[config.mk]
export PLATFORM = sky130hd
export DESIGN_NAME = afe_spi_arbiter
export DESIGN_NICKNAME = d
export VERILOG_FILES = /design/src/rtl/afe_spi_pkg.sv /design/src/rtl/rr_arbiter.sv /design/src/rtl/afe_spi_arbiter.sv
export SDC_FILE = /design/constraint.sdc
export NUM_CORES = 1
export LEC_CHECK = 0
export BUFFER_PORTS_ARGS = -buffer_cell sky130_fd_sc_hd__buf_2
export CAP_MARGIN = 15
export CORE_MARGIN = 10
export CORE_UTILIZATION = 42
export CTS_CLUSTER_SIZE = 8
export DETAILED_ROUTE_END_ITERATION = 16
export GPL_ROUTABILITY_DRIVEN = 0
export PLACE_DENSITY = 0.74
export SKIP_CTS_REPAIR_TIMING = 1
export SLEW_MARGIN = 10
export SYNTH_ARGS = -nofsm -noshare
export SYNTH_HDL_FRONTEND = slang
export SYNTH_HIERARCHICAL = 1
export SYNTH_SLANG_ARGS = --single-unit
[constraint.sdc]
create_clock -name sysClk -period 1.9 [get_ports sysClk]
set_input_delay 0 -clock sysClk [delete_from_list [all_inputs] [get_ports sysClk]]
set_output_delay 0 -clock sysClk [all_outputs]
set_load 0.05 [all_outputs]
[src/rtl/afe_spi_pkg.sv]
// afe_spi_pkg: FSM encoding and bus count shared by the AFE SPI arbiter files.
package afe_spi_pkg;
   localparam int NUM_BUS = 2;
   typedef enum logic [2:0] {IDLE, SHIFT_LO, SHIFT_HI, LATCH, GAP} state_t;
endpackage

[src/rtl/rr_arbiter.sv]
// rr_arbiter: combinational round-robin one-hot grant starting after the last winner.
module rr_arbiter #(
   parameter int NUM_REQ = 2,
   parameter int IW = (NUM_REQ > 1) ? $clog2(NUM_REQ) : 1
) (
   input  logic [NUM_REQ-1:0] valid,
   input  logic [IW-1:0]      last,
   output logic [NUM_REQ-1:0] grant,
   output logic [IW-1:0]      idx
);
   logic [IW-1:0] j;
   logic          found;
   always_comb begin
      grant = '0;
      idx   = '0;
      found = 1'b0;
      j     = '0;
      for (int k = 1; k <= NUM_REQ; k++) begin
         j = IW'((int'(last) + k) % NUM_REQ);
         if (!found && valid[j]) begin
            found    = 1'b1;
            grant[j] = 1'b1;
            idx      = j;
         end
      end
   end
endmodule

[src/rtl/afe_spi_arbiter.sv]
// afe_spi_arbiter: round-robin sharing of two write-only AFE SPI buses,
// one MSB-first word per transaction followed by a latch pulse and a gap.
module afe_spi_arbiter
   import afe_spi_pkg::*;
#(
   parameter int NUM_REQ    = 2,
   parameter int WORD_WIDTH = 16,
   parameter int CLK_DIV    = 25
) (
   input  logic                          sysClk,
   input  logic                          sysRst_n,
   input  logic [NUM_REQ-1:0]            reqValid,
   input  logic [NUM_REQ-1:0]            reqBus,
   input  logic [NUM_REQ*WORD_WIDTH-1:0] reqData,
   output logic [NUM_REQ-1:0]            reqReady,
   output logic [NUM_REQ-1:0]            reqDone,
   output logic                          busy,
   output logic [NUM_BUS-1:0]            AFE_SPI_CLK,
   output logic [NUM_BUS-1:0]            AFE_SPI_SDI,
   output logic [NUM_BUS-1:0]            AFE_SPI_LE
);
   localparam int IW = (NUM_REQ > 1) ? $clog2(NUM_REQ) : 1;
   localparam int CW = $clog2(CLK_DIV + 1);
   localparam int BW = $clog2(WORD_WIDTH + 1);
   localparam logic [CW-1:0] LAST_CNT = CW'(CLK_DIV - 1);

   state_t                state, state_n;
   logic [CW-1:0]         cnt, cnt_n;
   logic [BW-1:0]         bit_idx, bit_idx_n;
   logic [WORD_WIDTH-1:0] sh, sh_n;
   logic                  sel, sel_n, phase_end;
   logic [IW-1:0]         last, last_n, gidx;
   logic [NUM_REQ-1:0]    grant;
   logic [NUM_BUS-1:0]    bus_oh;

   rr_arbiter #(.NUM_REQ(NUM_REQ), .IW(IW)) u_arb (
      .valid(reqValid),
      .last (last),
      .grant(grant),
      .idx  (gidx)
   );

   assign reqReady = (state == IDLE) ? grant : '0;

   always_comb begin
      state_n   = state;
      cnt_n     = '0;
      bit_idx_n = bit_idx;
      sh_n      = sh;
      sel_n     = sel;
      last_n    = last;
      phase_end = (cnt == LAST_CNT);
      if (state != IDLE && !phase_end) cnt_n = cnt + CW'(1);
      case (state)
         IDLE: if (|reqReady) begin
            state_n   = SHIFT_LO;
            last_n    = gidx;
            sel_n     = reqBus[gidx];
            sh_n      = reqData[int'(gidx)*WORD_WIDTH +: WORD_WIDTH];
            bit_idx_n = BW'(WORD_WIDTH - 1);
         end
         SHIFT_LO: if (phase_end) state_n = SHIFT_HI;
         SHIFT_HI: if (phase_end) begin
            if (bit_idx == '0) state_n = LATCH;
            else begin
               state_n   = SHIFT_LO;
               bit_idx_n = bit_idx - BW'(1);
               sh_n      = sh << 1;
            end
         end
         LATCH: if (phase_end) state_n = GAP;
         GAP: if (phase_end) state_n = IDLE;
         default: state_n = IDLE;
      endcase
      bus_oh = NUM_BUS'(1) << sel_n;
   end

   // Outputs are decoded from the next state so they line up with it after the edge.
   always_ff @(posedge sysClk or negedge sysRst_n) begin
      if (!sysRst_n) begin
         state       <= IDLE;
         cnt         <= '0;
         bit_idx     <= '0;
         sh          <= '0;
         sel         <= 1'b0;
         last        <= IW'(NUM_REQ - 1);
         busy        <= 1'b0;
         reqDone     <= '0;
         AFE_SPI_CLK <= '0;
         AFE_SPI_SDI <= '0;
         AFE_SPI_LE  <= '0;
      end else begin
         state       <= state_n;
         cnt         <= cnt_n;
         bit_idx     <= bit_idx_n;
         sh          <= sh_n;
         sel         <= sel_n;
         last        <= last_n;
         busy        <= (state_n != IDLE);
         reqDone     <= (state_n == GAP && cnt_n == LAST_CNT) ? NUM_REQ'(1) << last_n : '0;
         AFE_SPI_CLK <= (state_n == SHIFT_HI) ? bus_oh : '0;
         AFE_SPI_SDI <= ((state_n == SHIFT_LO || state_n == SHIFT_HI) && sh_n[WORD_WIDTH-1]) ? bus_oh : '0;
         AFE_SPI_LE  <= (state_n == LATCH) ? bus_oh : '0;
      end
   end
endmodule
==> flow_summary_export.csv <==
group,metric,value,unit
timing,slew_viol_final,0,
global_route,grt_first_pass_wirelength,7.852,mm
yosys,synth_top_family_by_area,"simple AND/OR/NAND/NOR gates",
yosys,synth_compound_area_frac,0.1363,
placed_design,pre_cts_ws,-0.03796,ns
yosys,synth-xor-area-share,0.02533,
timing,setup_tns,-0.09348,ns
route,drt-initial-drc-count,86,
setup_path,critPathRequiredTime,2.08,ns
placed_design,dp.cells,310,
timing,clock_skew,0.007786,ns
status,status,"finished, violations left",
setup_path,critPathKind,"reg -> reg",
placed_design,port_buffers,48,
global_route,grt_antenna_before_repair,0,
cts,clock_latency,0.29,ns
timing,fin_crit_sh,1.014,
timing,relSlewSlack,0.4272,
timing,max_freq,0.5193,GHz
setup_path,end_kind,"register",
cells_and_area,fill_cells,419,
status,violations,"setup timing",
cts,cts_tree,"built",
timing,setup_violations,10,
yosys,synth_edf_count,0,
yosys,synthesis.area,2074,um2
timing,finalHoldViolations,0,
cells_and_area,area_growth,29.49,%
cts,clockBufferDepth,2,
cells_and_area,drive_gt1_frac,0.3992,
cts,root_buffer,"clkbuf_8",
job,drv_cap,0,
yosys,ys_seq_area_frac,0.4831,
floorplan,die_area,8150,um2
power_and_ir_drop,p_leak,1.330,nW
yosys,synth-warning-count,6,
route,drt_wl_total,4.808,mm
floorplan,die_h,90.28,um
floorplan,start_util,0.4363,
timing,worstMarginPinSlew,0.8592,ns
power_and_ir_drop,vdd_ir_drop_max,0.0003534,V
global_route,grt.total_usage,0.1153,
route,remaining_drc_errors,0,
cts,cts_made_buffers,5,
timing,period_needed,1.926,ns
min_path,hp-class,"in -> reg",
cells_and_area,mostFrequentLayoutCells,"48 x buf_2, 38 x dfrtp_1, 24 x nor2_1",
route,detail_route.first_pass.iterations,4,
yosys,async_flop_share,1.000,
cells_and_area,layout_commonest_cell,"buf_2",
placed_design,dpl-instance-area,2455,um2
global_route,overflow,0,
floorplan,die_w,90.28,um
setup_path,critPathArrivalTime,2.10,ns
timing,fin_ws,-0.02569,ns
route,antenna_left,0,
floorplan,io_pins,49,
timing,rsz0062_at_grt,"yes",
floorplan,fp.coreArea,4755,um2
setup_path,start_kind,"register",
route,viasPerCell,5.138,
yosys,synth_fa_ha_area_frac,0.02413,
yosys,muxShareOfSynthArea,0.09771,
global_route,grt_pass1_vias,1668,
cells_and_area,fin_cells,325,
setup_path,crit_fanout,6,
cts,clk_pin_slew,0.08,ns
cells_and_area,stdcell_area,2686,um2
cells_and_area,num-nets-final,299,
yosys,synth_area_per_cell,10.80,um2
yosys,synth_seq_cells,40,
power_and_ir_drop,fin_total_pwr,1.556,mW
yosys,synthesis.instances,192,
placed_design,hpwl,3.482,mm
yosys,yosys.area_share.simple,0.1791,
floorplan,rows,25,
route,vias,1670,
yosys,syn_nets,234,
global_route,grt_max_degree,41,
yosys,synth_ff_type,"dfrtp_1",
cells_and_area,antennaDiodeCount,0,
cts,cts.sinks,40,
yosys,synth.distinct_cells,45,
power_and_ir_drop,powerDensity,579.3,nW/um2
cts,htreeDepth,2,
route,post_drt_wl_per_cell,14.79,um
path summary, 6_finish.rpt:
| kind | from | endpoint | slack (ns) | cells past startpoint |
|---|---|---|---|---|
| max | bit_idx[1]$_DFFE_PN0P_ | sh[5]$_DFFE_PN0P_ | -0.03 | 6 |
| min | reqData[0] | sh[0]$_DFFE_PN0P_ | 0.01 | 3 |
| max reg2reg | bit_idx[1]$_DFFE_PN0P_ | sh[5]$_DFFE_PN0P_ | -0.03 | 6 |
| min reg2reg | cnt[0]$_DFF_PN0_ | cnt[0]$_DFF_PN0_ | 0.48 | 1 |
| max in group asynchronous | sysRst_n | state[1]$_DFF_PN0_ | 0.93 | 2 |
| min in group asynchronous | sysRst_n | sh[3]$_DFFE_PN0P_ | 0.37 | 2 |
synthesized netlist by cell type, types with 2 or more instances:
cell type | count | area [um2]
mux2i_1 | 18 | 180.2
o21ai_0 | 6 | 30.03
dfrtp_1 | 39 | 975.9
a21oi_1 | 4 | 20.02
nand3_1 | 4 | 20.02
clkbuf_1 | 6 | 22.52
a221o_2 | 7 | 78.83
nor3_1 | 5 | 25.02
nor3b_1 | 3 | 22.52
and4b_1 | 2 | 20.02
nor2b_1 | 2 | 12.51
mux2_2 | 2 | 22.52
and2_1 | 3 | 18.77
nand4_1 | 3 | 18.77
and3_1 | 3 | 18.77
nand2_1 | 9 | 33.78
nor2_1 | 24 | 90.09
a221o_1 | 7 | 70.07
buf_2 | 3 | 15.01
buf_6 | 2 | 22.52
xor2_1 | 5 | 43.79
ha_1 | 4 | 50.05
a21boi_0 | 2 | 15.01
inv_1 | 8 | 30.03
worst max-delay path: stages (launching register included):
cell	delay, ns
dfrtp_1	0.39
inv_2	0.08
ha_4	0.12
or4b_4	0.50
and3_4	0.24
buf_6	0.13
a221o_2	0.35
per-layer routing:
metal | track usage | wire length (um) | vias up
li1 | - | - | 822
met1 | 0.1371 | 2170 | 806
met2 | 0.1870 | 2343 | 37
met3 | 0.03741 | 216 | 5
met4 | 0.04775 | 78 | 0
met5 | 0 | 0 | -
cell families after synthesis:
logic type | after synthesis
DFF | 40
buffers and inverters | 21
and+or+nand+nor | 68
muxes | 20
adders and majority gates | 4
AOI/OAI and AO/OA | 33
xor gates and xnor gates | 6
per-stage QoR:
step           hold WS, ns  utilization
2_1_floorplan      -0.2956            -
3_3_place_gp        0.1580       0.5163
3_5_place_dp        0.1674       0.5163
4_1_cts            -0.1525       0.5374
5_1_grt            0.05055       0.5650
6_report           0.01231       0.5650
registers in the layout, summed over array words and instances (netlist names):
register / cells
AFE_SPI_CLK: 2
AFE_SPI_LE: 2
AFE_SPI_SDI: 2
bit_idx: 5
busy: 1
cnt: 5
last: 1
reqDone: 2
sel: 1
sh: 16
state: 3
power by group:
part	internal, mW	total (mW)	switching (mW)
registers	0.851	0.851	0
clock network	0.331	0.605	0.274
logic	0.0522	0.100	0.0482
total	1.23	1.56	0.322
area by class of cell:
cell class / instances / area, um2 / area share
multi-input combinational: 131 / 1026 / 0.3819
tap: 67 / 83.83 / 0.03121
clock buffer: 8 / 100.1 / 0.03726
timing repair buffer: 71 / 442.9 / 0.1649
inverter: 8 / 30.03 / 0.01118
sequential: 40 / 1003 / 0.3735
No activity file was read; power rests on OpenSTA's default activity.
